### src/rtl/ysyx_23060171_wbu_if.sv
// ---------------------------------------------------------------------------
// ysyx_23060171_wbu_if
// Bundles every signal of the write-back unit except the clock and reset.
//
//   Upstream (EXU) handshake : in_valid / in_ready plus the in_* payload
//                              (pc, result, rd, rd_wen, is_load, load_op)
//   Memory read channel      : mem_rvalid / mem_rready / mem_rdata
//   Register file write port : gpr_wen / gpr_waddr / gpr_wdata
//   Retirement report        : commit_valid / commit_pc
//
// Modports:
//   master - the environment around the WBU (EXU, memory and observers).
//   slave  - the WBU itself.
// ---------------------------------------------------------------------------
interface ysyx_23060171_wbu_if #(
    parameter int DATA_WIDTH = 32,
    parameter int ADDR_WIDTH = 5
);
    // Upstream result channel
    logic                  in_valid;
    logic                  in_ready;
    logic [31:0]           in_pc;
    logic [DATA_WIDTH-1:0] in_result;
    logic [ADDR_WIDTH-1:0] in_rd;
    logic                  in_rd_wen;
    logic                  in_is_load;
    logic [2:0]            in_load_op;

    // Memory read-data channel
    logic                  mem_rvalid;
    logic                  mem_rready;
    logic [DATA_WIDTH-1:0] mem_rdata;

    // Register file write port
    logic                  gpr_wen;
    logic [ADDR_WIDTH-1:0] gpr_waddr;
    logic [DATA_WIDTH-1:0] gpr_wdata;

    // Retirement report
    logic                  commit_valid;
    logic [31:0]           commit_pc;

    modport master (
        output in_valid, in_pc, in_result, in_rd, in_rd_wen, in_is_load, in_load_op,
        output mem_rvalid, mem_rdata,
        input  in_ready, mem_rready,
        input  gpr_wen, gpr_waddr, gpr_wdata,
        input  commit_valid, commit_pc
    );

    modport slave (
        input  in_valid, in_pc, in_result, in_rd, in_rd_wen, in_is_load, in_load_op,
        input  mem_rvalid, mem_rdata,
        output in_ready, mem_rready,
        output gpr_wen, gpr_waddr, gpr_wdata,
        output commit_valid, commit_pc
    );
endinterface

### src/rtl/ysyx_23060171_wbu.sv
// ---------------------------------------------------------------------------
// ysyx_23060171_wbu
// Write-back unit. Accepts one EXU result per transfer, waits for load data
// when the instruction is a load, extends the loaded byte/halfword/word, then
// writes the register file and reports the retirement for exactly one cycle.
//
// Ports:
//   clk  - single clock.
//   rst  - asynchronous, active-high reset.
//   bus  - ysyx_23060171_wbu_if.slave: upstream handshake and payload,
//          memory read-data channel, GPR write port, commit report.
//
// Timing:
//   Non-load accepted at edge N -> write/commit visible during cycle N+1.
//   Load -> write/commit visible during the cycle after the edge that
//   samples mem_rvalid. A new transfer is accepted while a write is shown,
//   so non-loads retire at one per cycle.
//
// All gpr_* / commit_* outputs come straight from flops; only in_ready and
// mem_rready are decoded (from the state register).
// ---------------------------------------------------------------------------
module ysyx_23060171_wbu #(
    parameter int DATA_WIDTH = 32,
    parameter int ADDR_WIDTH = 5
) (
    input  logic                   clk,
    input  logic                   rst,
    ysyx_23060171_wbu_if.slave     bus
);

    typedef enum logic [1:0] {
        IDLE     = 2'd0,
        WAIT_MEM = 2'd1,
        WRITE    = 2'd2
    } state_t;

    state_t state, state_nxt;

    logic in_ready_c;
    logic mem_rready_c;
    logic take;       // upstream transfer happens at the coming edge
    logic load_done;  // load data arrives at the coming edge

    // Load instruction held while the memory answer is outstanding
    logic [31:0]           pc_p0;
    logic [ADDR_WIDTH-1:0] rd_p0;
    logic                  rd_wen_p0;
    logic                  is_load_p0;
    logic [2:0]            load_op_p0;
    logic [1:0]            off_p0;

    // Registered write-back / commit outputs
    logic                  wen_p1;
    logic [ADDR_WIDTH-1:0] waddr_p1;
    logic [DATA_WIDTH-1:0] wdata_p1;
    logic                  cvld_p1;
    logic [31:0]           cpc_p1;

    // Select the addressed byte/halfword of the aligned word and extend it.
    // Unknown funct3 codes fall back to a full-word load.
    function automatic logic [DATA_WIDTH-1:0] load_ext(
        input logic [2:0]            op,
        input logic [1:0]            off,
        input logic [DATA_WIDTH-1:0] word
    );
        logic signed [7:0]     b;
        logic signed [15:0]    h;
        logic [DATA_WIDTH-1:0] r;
        case (off)
            2'd0:    b = word[7:0];
            2'd1:    b = word[15:8];
            2'd2:    b = word[23:16];
            default: b = word[31:24];
        endcase
        h = off[1] ? word[31:16] : word[15:0];
        case (op)
            3'b000:  r = {{(DATA_WIDTH-8){b[7]}}, b};
            3'b001:  r = {{(DATA_WIDTH-16){h[15]}}, h};
            3'b100:  r = {{(DATA_WIDTH-8){1'b0}}, b};
            3'b101:  r = {{(DATA_WIDTH-16){1'b0}}, h};
            default: r = word;
        endcase
        return r;
    endfunction

    // ---- control: state register ----
    always_ff @(posedge clk or posedge rst) begin
        if (rst) begin
            state <= IDLE;
        end else begin
            state <= state_nxt;
        end
    end

    // ---- control: next state and handshake decode ----
    always_comb begin
        state_nxt    = state;
        in_ready_c   = 1'b0;
        mem_rready_c = 1'b0;
        take         = 1'b0;
        load_done    = 1'b0;
        case (state)
            IDLE, WRITE: begin
                // WRITE lasts one cycle; it either hands over to the next
                // instruction or falls back to IDLE.
                in_ready_c = 1'b1;
                take       = bus.in_valid;
                if (bus.in_valid) begin
                    state_nxt = bus.in_is_load ? WAIT_MEM : WRITE;
                end else begin
                    state_nxt = IDLE;
                end
            end
            WAIT_MEM: begin
                mem_rready_c = 1'b1;
                load_done    = bus.mem_rvalid;
                if (bus.mem_rvalid) begin
                    state_nxt = WRITE;
                end
            end
            default: begin
                state_nxt = IDLE;
            end
        endcase
    end

    assign bus.in_ready   = in_ready_c;
    assign bus.mem_rready = mem_rready_c;

    // ---- stage p0: capture the accepted instruction ----
    always_ff @(posedge clk) begin
        if (take) begin
            pc_p0      <= bus.in_pc;
            rd_p0      <= bus.in_rd;
            rd_wen_p0  <= bus.in_rd_wen;
            is_load_p0 <= bus.in_is_load;
            load_op_p0 <= bus.in_load_op;
            off_p0     <= bus.in_result[1:0];
        end
    end

    // ---- stage p1: write-back / commit registers ----
    // Loaded exactly on the edges that enter WRITE, so the enables pulse for
    // one cycle and address/data/pc hold their last values otherwise.
    always_ff @(posedge clk or posedge rst) begin
        if (rst) begin
            wen_p1   <= 1'b0;
            waddr_p1 <= '0;
            wdata_p1 <= '0;
            cvld_p1  <= 1'b0;
            cpc_p1   <= '0;
        end else begin
            wen_p1  <= 1'b0;
            cvld_p1 <= 1'b0;
            if (take && !bus.in_is_load) begin
                wen_p1   <= bus.in_rd_wen && (bus.in_rd != '0);
                waddr_p1 <= bus.in_rd;
                wdata_p1 <= bus.in_result;
                cvld_p1  <= 1'b1;
                cpc_p1   <= bus.in_pc;
            end else if (load_done && is_load_p0) begin
                wen_p1   <= rd_wen_p0 && (rd_p0 != '0);
                waddr_p1 <= rd_p0;
                wdata_p1 <= load_ext(load_op_p0, off_p0, bus.mem_rdata);
                cvld_p1  <= 1'b1;
                cpc_p1   <= pc_p0;
            end
        end
    end

    assign bus.gpr_wen      = wen_p1;
    assign bus.gpr_waddr    = waddr_p1;
    assign bus.gpr_wdata    = wdata_p1;
    assign bus.commit_valid = cvld_p1;
    assign bus.commit_pc    = cpc_p1;

endmodule
### src/flat_wrapper.sv
// flat-port wrapper written by rule: the top's interface ports become plain ports
module ysyx_23060171_wbu_flat 
#(
    parameter int DATA_WIDTH = 32,
    parameter int ADDR_WIDTH = 5
)
  (clk, rst, bus_in_valid, bus_in_pc, bus_in_result, bus_in_rd, bus_in_rd_wen, bus_in_is_load, bus_in_load_op, bus_mem_rvalid, bus_mem_rdata, bus_in_ready, bus_mem_rready, bus_gpr_wen, bus_gpr_waddr, bus_gpr_wdata, bus_commit_valid, bus_commit_pc);
  ysyx_23060171_wbu_if #(.DATA_WIDTH(DATA_WIDTH), .ADDR_WIDTH(ADDR_WIDTH)) bus_i ();
  input  logic clk;
  input  logic rst;
  input wire logic [$bits(bus_i.in_valid)-1:0] bus_in_valid;
  input wire logic [$bits(bus_i.in_pc)-1:0] bus_in_pc;
  input wire logic [$bits(bus_i.in_result)-1:0] bus_in_result;
  input wire logic [$bits(bus_i.in_rd)-1:0] bus_in_rd;
  input wire logic [$bits(bus_i.in_rd_wen)-1:0] bus_in_rd_wen;
  input wire logic [$bits(bus_i.in_is_load)-1:0] bus_in_is_load;
  input wire logic [$bits(bus_i.in_load_op)-1:0] bus_in_load_op;
  input wire logic [$bits(bus_i.mem_rvalid)-1:0] bus_mem_rvalid;
  input wire logic [$bits(bus_i.mem_rdata)-1:0] bus_mem_rdata;
  output wire logic [$bits(bus_i.in_ready)-1:0] bus_in_ready;
  output wire logic [$bits(bus_i.mem_rready)-1:0] bus_mem_rready;
  output wire logic [$bits(bus_i.gpr_wen)-1:0] bus_gpr_wen;
  output wire logic [$bits(bus_i.gpr_waddr)-1:0] bus_gpr_waddr;
  output wire logic [$bits(bus_i.gpr_wdata)-1:0] bus_gpr_wdata;
  output wire logic [$bits(bus_i.commit_valid)-1:0] bus_commit_valid;
  output wire logic [$bits(bus_i.commit_pc)-1:0] bus_commit_pc;
  assign bus_i.in_valid = bus_in_valid;
  assign bus_i.in_pc = bus_in_pc;
  assign bus_i.in_result = bus_in_result;
  assign bus_i.in_rd = bus_in_rd;
  assign bus_i.in_rd_wen = bus_in_rd_wen;
  assign bus_i.in_is_load = bus_in_is_load;
  assign bus_i.in_load_op = bus_in_load_op;
  assign bus_i.mem_rvalid = bus_mem_rvalid;
  assign bus_i.mem_rdata = bus_mem_rdata;
  assign bus_in_ready = bus_i.in_ready;
  assign bus_mem_rready = bus_i.mem_rready;
  assign bus_gpr_wen = bus_i.gpr_wen;
  assign bus_gpr_waddr = bus_i.gpr_waddr;
  assign bus_gpr_wdata = bus_i.gpr_wdata;
  assign bus_commit_valid = bus_i.commit_valid;
  assign bus_commit_pc = bus_i.commit_pc;
  ysyx_23060171_wbu #(.DATA_WIDTH(DATA_WIDTH), .ADDR_WIDTH(ADDR_WIDTH)) u_core (.clk(clk), .rst(rst), .bus(bus_i));
endmodule
### config.mk
export PLATFORM = sky130hd
export DESIGN_NAME = ysyx_23060171_wbu_flat
export DESIGN_NICKNAME = d
export VERILOG_FILES = /design/src/rtl/ysyx_23060171_wbu_if.sv /design/src/rtl/ysyx_23060171_wbu.sv /design/src/flat_wrapper.sv
export SDC_FILE = /design/constraint.sdc
export NUM_CORES = 1
export LEC_CHECK = 0
export CAP_MARGIN = 20
export CELL_PAD_IN_SITES_DETAIL_PLACEMENT = 1
export CELL_PAD_IN_SITES_GLOBAL_PLACEMENT = 1
export CORE_MARGIN = 2
export CORE_UTILIZATION = 36
export DETAILED_ROUTE_END_ITERATION = 10
export GPL_ROUTABILITY_DRIVEN = 1
export GPL_TIMING_DRIVEN = 0
export PLACE_DENSITY_LB_ADDON = 0.1
export SETUP_SLACK_MARGIN = 0.05
export SLEW_MARGIN = 20
export SYNTH_ARGS = -nofsm -noshare
export SYNTH_HDL_FRONTEND = slang
export SYNTH_SLANG_ARGS = --single-unit
### constraint.sdc
create_clock -name clk -period 5.7 [get_ports clk]
set_clock_uncertainty 0.15 [all_clocks]
set_input_delay 1.425 -clock clk [delete_from_list [all_inputs] [get_ports clk]]
set_output_delay 1.425 -clock clk [all_outputs]
set_load 0.005 [all_outputs]
==> flow_metrics.py, run 1 <==
metrics = {
    "route": {
        "vias": 4805,
        "via_per_inst": 5.32,
        "wire_per_inst_um": 20.5,
        "drc": 0,
        "routed_wl_mm": 18.5,
        "drt_pass1_iterations": 4,
        "ant_nets": 0,
        "drt_iter0_markers": 282,
    },
    "die": {
        "coreArea_um2": 13900,
        "initial_utilization_pct": 36.9,
        "ioPinCount": 183,
        "row_count": 43,
        "die_h_um": 123,
        "die_w_um": 123,
        "dieArea_um2": 15200,
    },
    "clocking": {
        "cts_tree": "built",
        "cts_hold_buf": 0,
        "clockBufferDepth": 2,
        "cts-root-buf": "clkbuf_16",
        "cts.repair.resized": 0,
        "cts_sinks": 117,
        "clk_pin_slew_ns": 0.05,
        "post_cts_buffers": 0,
        "cts.htree.levels": 4,
        "clkLatencyLatePin_ns": 0.42,
        "cts_buffers": 17,
    },
    "min_path": {
        "whs_endpoint": "u_core.state[0]",
        "hp-class": "flop to flop",
        "min_from": "u_core.state[1]",
        "hold_depth": 1,
    },
    "finish": {
        "stdcell_area_um2": 7820,
        "area_growth_pct": 52.6,
        "layout_commonest_cell": "clkdlybuf4s50_1",
        "drive_above_1_share_pct": 7.88,
        "final_cell_mix": "clkdlybuf4s50_1 (182), nand2_1 (98), dfrtp_1 (73)",
        "finalNonFillerCells": 903,
        "diodes": 0,
        "final_nets": 820,
    },
    "yosys": {
        "syn_avg_cell_area_um2": 10.1,
        "ys_warn_count": 0,
        "yosysUniqueCellTypes": 39,
        "synthesis.nets": 617,
        "ys_seq_area_share_pct": 61.4,
        "syn_area_um2": 5130,
        "synth-seq-cells": 117,
        "synth_cells": 507,
    },
    "setup_path": {
        "crit_type": "input port to flop",
        "startpoint_type": "input port",
        "crit_arrival_ns": 3.52,
        "worstPathMaxFanout": 10,
        "crit_path_end_kind": "flop",
        "rr_worst_depth": 5,
        "r2r_end": "u_core.bus.gpr_wdata[8]",
        "r2r_setup_slack_ns": 3.38,
        "reg2reg_from": "u_core.state[0]",
        "required_ns": 5.89,
    },
    "placed_design": {
        "dp.final_hpwl_mm": 13.2,
        "place_inst": 871,
        "routabilityCongestion": 0.824,
        "port-buffer-count": 182,
        "placed_area_um2": 7220,
    },
    "grt": {
        "grt_max_degree": 43,
        "antenna_found_initial": 0,
        "grt_pass1_vias": 5294,
        "grt-ovfl-total": 0,
        "grt_usage_pct": 25.4,
        "grt_pass1_wl_mm": 28.8,
    },
    "timing": {
        "setup_violations": 0,
        "tightest_slew_ns": 0.770,
        "period_needed_ns": 3.33,
        "hold_viol_final": 0,
        "drv_slew": 0,
        "final.setup.tns_ns": 0,
        "period_share_pct": 58.5,
        "grt_setup_unrepaired": "no",
        "slew-limit-headroom_pct": 48.5,
        "fmax_mhz": 300,
    },
    "power": {
        "ir_drop_uv": 205,
        "leakage_nw": 3.12,
        "cellPowerDensity_nw_per_um2": 365,
    },
    "run": {
        "cap_violations": 0,
    },
    "run_status": {
        "status": "finished clean",
    },
}
-- per-layer routing --
| layer | GRT usage [%] | up-vias | share of wire [%] |
|---|---|---|---|
| met2 | 42.4 | 162 | 50 |
| met5 | 0 | - | 0 |
| met4 | 8.95 | 0 | 1.9 |
| li1 | - | 2222 | - |
| met3 | 7.10 | 26 | 6.5 |
| met1 | 31.6 | 2395 | 42 |
-- Yosys cell counts --
cell type,n,area share [%]
nand2_1,98,7.2
dfrtp_1,73,36
edfxtp_1,44,26
a21oi_1,42,4.1
nor2_1,42,3.1
a31oi_1,36,4.4
o21ai_0,26,2.5
or3_1,24,2.9
clkbuf_1,20,1.5
inv_1,17,1.2
o22ai_1,15,1.8
buf_2,14,1.4
o211ai_1,14,2.1
a22oi_1,8,1.2
o21ai_1,4,0.39
nor2b_1,3,0.37
buf_1,2,0.15
mux2_2,2,0.44
nor3b_1,2,0.29
or4_1,2,0.29
a211oi_1,1,0.15
a21oi_2,1,0.17
a222oi_1,1,0.20
a22o_1,1,0.17
and3_1,1,0.12
and4b_1,1,0.20
buf_6,1,0.22
mux2_4,1,0.29
mux2i_1,1,0.20
nand2_4,1,0.22
nand2b_1,1,0.12
nand4b_1,1,0.17
nor3_1,1,0.098
o21a_2,1,0.17
o21ba_2,1,0.20
o21bai_1,1,0.15
o31ai_1,1,0.15
or3b_1,1,0.17
or3b_2,1,0.17
-- final cells by class --
cell class | instances | area, um^2
clock inverter | 13 | 156
multi-input combinational | 336 | 1760
inverter | 17 | 66.3
timing repair buffer | 184 | 1860
fill | 1572 | 6060
clock buffer | 19 | 443
sequential | 117 | 3150
tap | 180 | 225
buffer | 37 | 164
-- worst max-delay path by stage --
stage | from | endpoint | slack [ns] | cells after the start
3_5_place_dp | bus_in_valid | u_core.bus.gpr_wdata[8] | 1.92 | 6
5_1_grt | bus_in_valid | u_core.bus.gpr_wdata[13] | 2.16 | 6
6_report | bus_in_valid | u_core.bus.gpr_wdata[8] | 2.37 | 6
2_1_floorplan | bus_in_valid | u_core.is_load_p0 | 1.68 | 1
3_3_place_gp | bus_in_valid | u_core.pc_p0[15] | -0.11 | 2
4_1_cts | bus_in_valid | u_core.bus.gpr_wdata[8] | 2.36 | 6
-- flip-flops by register name (all words and copies together), names as in the netlist --
signal / count
u_core.bus.commit_pc: 32
u_core.bus.commit_valid: 1
u_core.bus.gpr_waddr: 5
u_core.bus.gpr_wdata: 32
u_core.bus.gpr_wen: 1
u_core.is_load_p0: 1
u_core.load_op_p0: 3
u_core.off_p0: 2
u_core.pc_p0: 32
u_core.rd_p0: 5
u_core.rd_wen_p0: 1
u_core.state: 2
-- stage by stage --
step	util [%]	total power, W	setup slack, ns	hold slack (ns)
floorplan	-	0.00134	1.68	0.308
global placement	51.7	0.00174	-0.109	0.343
global route	56.4	0.00298	2.16	0.400
finish	56.4	0.00285	2.37	0.377
CTS	56.4	0.00287	2.36	0.377
detailed placement	52.0	0.00177	1.92	0.353
-- cell families after synthesis --
kind of cell / count (synthesis) / share of synthesized area (%)
compound gates: 153 / 17.8
mux: 4 / 0.927
simple gates: 179 / 15.4
flops: 117 / 61.4
buf+inv: 54 / 4.44
-- power by group --
group / switching, W / internal [W] / total, W
registers: 0.0000802 / 0.00103 / 0.00111
clock network: 0.000395 / 0.000696 / 0.00109
logic: 0.000274 / 0.000381 / 0.000655
-- worst max-delay path: stages --
cell	delay (ns)
clkdlybuf4s50_1	0.49
nor3b_1	0.65
clkbuf_1	0.51
or3_1	0.21
o21ai_1	0.08
a21oi_1	0.15
(Power assumes the default switching activity.)
==> inputs of run 2 (changes only) <==
--- a/config.mk
+++ b/config.mk
@@ -9,7 +9,7 @@
 export CELL_PAD_IN_SITES_DETAIL_PLACEMENT = 1
 export CELL_PAD_IN_SITES_GLOBAL_PLACEMENT = 1
 export CORE_MARGIN = 2
-export CORE_UTILIZATION = 36
+export CORE_UTILIZATION = 30
 export DETAILED_ROUTE_END_ITERATION = 10
 export GPL_ROUTABILITY_DRIVEN = 1
 export GPL_TIMING_DRIVEN = 0
==> constraint.sdc (replaced) <==
create_clock -name clk -period 2.85 [get_ports clk]
set_clock_uncertainty 0.15 [all_clocks]
set_input_delay 0.7125 -clock clk [delete_from_list [all_inputs] [get_ports clk]]
set_output_delay 0.7125 -clock clk [all_outputs]
set_load 0.005 [all_outputs]
==> flow_metrics.py, run 2 (same netlist as run 1, synthesis figures left out) <==
metrics = {
    "setup_path": {
        "rr_worst_depth": 5,
        "crit_type": "flop to output port",
        "crit_arrival_ns": 1.70,
        "r2r_setup_slack_ns": 0.82,
        "cpPeakStageDelay_ns": 0.55,
        "slowest_stage": "clkdlybuf4s50_1",
        "cp_cell_sequence": "inv_1 -> nor2_1 -> clkdlybuf4s50_1",
        "cp_num_buf_inv": 2,
        "startpoint_type": "flop",
        "crit_path_end_kind": "output port",
        "crit_family": "buffers and inverters",
        "reg2reg_from": "u_core.state[0]",
        "worstPathMaxFanout": 6,
        "required_ns": 1.99,
        "r2r_end": "u_core.bus.gpr_wdata[12]",
    },
    "route": {
        "drc": 0,
        "vias": 4692,
        "ant_nets": 0,
        "drt_iter0_markers": 188,
        "routed_wl_mm": 18.7,
        "dr_wl_met2_mm": 8.93,
        "wl_met3_um": 916,
        "met1Wirelength_mm": 8.54,
        "via_per_inst": 4.97,
        "top_layer_used": "met4",
        "wire_per_inst_um": 19.8,
        "drt_pass1_iterations": 4,
    },
    "grt": {
        "grt_pass1_vias": 5195,
        "grt_usage_pct": 21.4,
        "grt_pass1_wl_mm": 29.5,
        "grt_max_degree": 49,
        "antenna_found_initial": 0,
        "grt-ovfl-total": 0,
    },
    "clocking": {
        "clockBufferDepth": 2,
        "cts_sinks": 117,
        "cts_tree": "built",
        "cts-root-buf": "clkbuf_16",
        "cts_hold_buf": 0,
        "cts_buffers": 17,
        "cts.htree.levels": 4,
        "clk_pin_slew_ns": 0.05,
        "clkLatencyLatePin_ns": 0.42,
    },
    "finish": {
        "drive_above_1_share_pct": 8.29,
        "nFillCells": 1831,
        "diodes": 0,
        "finalNonFillerCells": 944,
        "layout_commonest_cell": "clkdlybuf4s50_1",
        "final_nets": 821,
        "area_growth_pct": 55.0,
        "final_cell_mix": "clkdlybuf4s50_1 (182), nand2_1 (98), dfrtp_1 (73)",
        "ff_latch_area_um2": 3150,
        "multi_input_area_um2": 1760,
    },
    "power": {
        "cellPowerDensity_nw_per_um2": 731,
        "ir_drop_uv": 454,
        "leakage_nw": 3.15,
    },
    "die": {
        "dieArea_um2": 18100,
        "initial_utilization_pct": 30.8,
        "coreArea_um2": 16600,
        "die_h_um": 135,
        "ioPinCount": 183,
        "row_count": 47,
        "die_w_um": 135,
    },
    "timing": {
        "post-route-worst-setup-slack_ns": 0.285,
        "slew-limit-headroom_pct": 54.8,
        "tightest_slew_ns": 0.677,
        "drv_slew": 0,
        "grt_setup_unrepaired": "no",
        "period_share_pct": 90.0,
        "hold_slack_ns": 0.377,
        "setup_violations": 0,
        "hold_viol_final": 0,
        "fmax_mhz": 390,
        "period_needed_ns": 2.57,
    },
    "placed_design": {
        "place_ws_ns": -0.270,
        "dp.final_hpwl_mm": 13.5,
        "routabilityCongestion": 0.800,
        "place_inst": 912,
        "port-buffer-count": 182,
    },
    "min_path": {
        "whs_endpoint": "u_core.bus.gpr_waddr[4]",
        "hold_depth": 2,
        "min_from": "u_core.bus.gpr_waddr[4]",
        "hp-class": "flop to flop",
    },
    "run_status": {
        "status": "finished clean",
    },
    "run": {
        "cap_violations": 0,
    },
}
run 2: changes by cell type in the layout (fill, tap and decap cells not counted), moves of 2 or more:
cell	previous run	this run
clkinv_4	3	1
buf_12	2	0
buf_16	0	3
clkinvlp_4	1	3
run 2: repair_timing:
item                       CTS  global route
setup buffers                0             0
setup endpoints to repair    0             5
gates resized for setup      0             1
run 2: worst max path at each step:
stage / from / end / slack, ns / depth (start not counted)
6_report: u_core.state[0] / bus_mem_rready / 0.28 / 3
4_1_cts: bus_in_valid / u_core.bus.gpr_wdata[12] / 0.16 / 6
5_1_grt: u_core.state[0] / bus_mem_rready / 0.15 / 3
2_1_floorplan: rst / u_core.bus.commit_pc[0] / 0.13 / 1
3_5_place_dp: bus_in_valid / u_core.bus.gpr_wdata[12] / -0.27 / 6
3_3_place_gp: rst / u_core.bus.gpr_wdata[17] / -1.52 / 2
run 2: stage by stage:
stage | power [W] | setup TNS [ns] | instance area (um^2) | utilization, %
after CTS | 0.00587 | 0 | 7940 | 47.7
final | 0.00580 | 0 | 7940 | 47.7
after global routing | 0.00609 | 0 | 7940 | 47.7
after floorplan | 0.00267 | 0 | 5130 | -
after detailed placement | 0.00355 | -3.15 | 7320 | 44.0
after global placement | 0.00350 | -151.64 | 7230 | 43.4
run 2: layer usage:
metal	global-route usage [%]	up-vias
li1	-	2224
met1	28.9	2321
met2	34.3	127
met3	4.92	20
met4	6.96	0
met5	0	-
run 2: tightest hold or removal path, stage by stage (launching register included):
cell and delay (ns):
dfrtp_1 0.35, nor2_1 0.05, nor2_1 0.09
run 2: cell type report:
type / count / area share (%)
Buffer: 37 / 2.06
Clock buffer: 19 / 5.58
Clock inverter: 13 / 2.27
Inverter: 17 / 0.835
Multi-Input combinational cell: 336 / 22.2
Sequential cell: 117 / 39.6
Tap cell: 220 / 3.47
Timing Repair Buffer: 185 / 24.0
run 2: power by group:
part           leakage (nW)  switching [W]  internal (W)  total (W)
Clock                 0.299       0.000805       0.00148    0.00229
Combinational          1.60       0.000538      0.000773    0.00131
Sequential             1.24       0.000157       0.00205    0.00221
==> inputs of run 3 (changes only) <==
--- a/config.mk
+++ b/config.mk
@@ -11,11 +11,11 @@
 export CORE_MARGIN = 2
 export CORE_UTILIZATION = 30
 export DETAILED_ROUTE_END_ITERATION = 10
-export GPL_ROUTABILITY_DRIVEN = 1
+export GPL_ROUTABILITY_DRIVEN = 0
 export GPL_TIMING_DRIVEN = 0
 export PLACE_DENSITY_LB_ADDON = 0.1
-export SETUP_SLACK_MARGIN = 0.05
 export SLEW_MARGIN = 20
 export SYNTH_ARGS = -nofsm -noshare
 export SYNTH_HDL_FRONTEND = slang
 export SYNTH_SLANG_ARGS = --single-unit
+export TNS_END_PERCENT = 10
==> flow_metrics.py, run 3 (same netlist as run 1, synthesis figures left out) <==
metrics = {
    "setup_path": {
        "required_ns": 3.04,
        "cp_cell_sequence": "clkdlybuf4s50_1 -> nor3b_1 -> clkbuf_1 -> or3_1 -> o21ai_0 -> a21oi_1",
        "crit_path_end_kind": "flop",
        "startpoint_type": "input port",
        "crit_arrival_ns": 2.79,
        "cpPeakStageDelay_ns": 0.65,
        "worstPathMaxFanout": 10,
        "crit_type": "input port to flop",
        "slowest_stage": "nor3b_1",
        "crit_family": "buffers and inverters",
        "cp_num_buf_inv": 2,
    },
    "clocking": {
        "cts_sinks": 117,
        "clk_pin_slew_ns": 0.06,
        "clockBufferDepth": 2,
        "cts.htree.levels": 4,
        "cts_buffers": 17,
        "cts-root-buf": "clkbuf_16",
        "cts_tree": "built",
        "cts.repair.resized": 0,
        "post_cts_buffers": 0,
        "cts_hold_buf": 0,
        "clkLatencyLatePin_ns": 0.42,
    },
    "finish": {
        "nFillCells": 1832,
        "final_cell_mix": "clkdlybuf4s50_1 (182), nand2_1 (98), dfrtp_1 (73)",
        "drive_above_1_share_pct": 8.15,
        "area_growth_pct": 54.9,
        "final_nets": 821,
        "finalNonFillerCells": 944,
        "layout_commonest_cell": "clkdlybuf4s50_1",
        "diodes": 0,
    },
    "route": {
        "ant_nets": 0,
        "routed_wl_mm": 18.7,
        "drt_pass1_iterations": 4,
        "vias": 4701,
        "wire_per_inst_um": 19.8,
        "drt_iter0_markers": 181,
        "via_per_inst": 4.98,
        "drc": 0,
    },
    "power": {
        "ir_drop_uv": 454,
        "cellPowerDensity_nw_per_um2": 731,
        "leakage_nw": 3.14,
    },
    "timing": {
        "slew-limit-headroom_pct": 48.6,
        "hold_slack_ns": 0.377,
        "drv_slew": 0,
        "tightest_slew_ns": 0.769,
        "hold_viol_final": 0,
        "setup_violations": 0,
        "period_share_pct": 91.1,
        "fmax_mhz": 385,
        "grt_setup_unrepaired": "no",
        "period_needed_ns": 2.60,
    },
    "die": {
        "initial_utilization_pct": 30.8,
        "ioPinCount": 183,
        "die_h_um": 135,
        "row_count": 47,
        "coreArea_um2": 16600,
        "die_w_um": 135,
        "dieArea_um2": 18100,
    },
    "grt": {
        "antenna_found_initial": 0,
        "grt_pass1_wl_mm": 29.5,
        "grt_pass1_vias": 5195,
        "grt_usage_pct": 21.4,
        "grt-ovfl-total": 0,
        "grt_max_degree": 49,
    },
    "placed_design": {
        "dp.final_hpwl_mm": 13.5,
        "place_inst": 912,
        "port-buffer-count": 182,
    },
    "run_status": {
        "status": "finished clean",
    },
    "run": {
        "cap_violations": 0,
    },
    "min_path": {
        "hp-class": "flop to flop",
    },
}
[run 3: cell counts in the layout (fill, tap and decap cells not counted)]
Identical to the previous run, type by type.
[run 3: routing by layer]
metal / global-route usage [%] / share of wire (%) / wire [um] / vias to the layer above
met4: 6.96 / 1.7 / 319 / 0
met2: 34.3 / 48 / 8950 / 128
met5: 0 / 0 / 0 / -
met1: 28.9 / 46 / 8550 / 2329
met3: 4.92 / 4.8 / 899 / 20
li1: - / - / - / 2224
[run 3: final cells by class]
cell class                      instances  area, um^2  area share [%]
Buffer                                 37         164            2.06
Inverter                               17        66.3           0.835
Clock buffer                           19         443            5.58
Tap cell                              220         275            3.47
Timing Repair Buffer                  185        1900            24.0
Sequential cell                       117        3150            39.7
Clock inverter                         13         180            2.27
Multi-Input combinational cell        336        1760            22.1
[run 3: path summary, 6_finish.rpt]
check	slack (ns)	start	cells after the start	to
hold reg to reg	0.38	u_core.bus.gpr_waddr[4]	2	u_core.bus.gpr_waddr[4]
min in group asynchronous	0.49	rst	2	u_core.bus.commit_pc[9]
max in group asynchronous	1.44	rst	3	u_core.bus.gpr_wdata[7]
setup reg to reg	0.57	u_core.state[0]	5	u_core.bus.gpr_wdata[12]
hold / removal	0.38	u_core.bus.gpr_waddr[4]	2	u_core.bus.gpr_waddr[4]
setup / recovery	0.25	bus_in_valid	6	u_core.bus.gpr_wdata[12]
[run 3: stage by stage]
step	setup TNS (ns)	util (%)	power [W]	worst slack (ns)	area, um^2
2_1_floorplan	0	-	0.00267	0.134	5130
3_3_place_gp	-151.64	43.4	0.00350	-1.52	7230
6_report	0	47.7	0.00580	0.255	7940
3_5_place_dp	-3.15	44.0	0.00355	-0.270	7320
4_1_cts	0	47.7	0.00587	0.158	7940
5_1_grt	0	47.7	0.00609	0.00229	7940
[run 3: power by group]
| part | switching [W] | internal [W] |
|---|---|---|
| clock network | 0.000805 | 0.00148 |
| logic | 0.000538 | 0.000772 |
| registers | 0.000157 | 0.00205 |
| total | 0.00150 | 0.00430 |
[run 3: worst register-to-register path: stages (launching register included)]
cell and delay (ns):
dfrtp_1 0.45, nor3b_1 0.68, clkbuf_1 0.49, or3_1 0.18, o21ai_0 0.09, a21oi_1 0.16
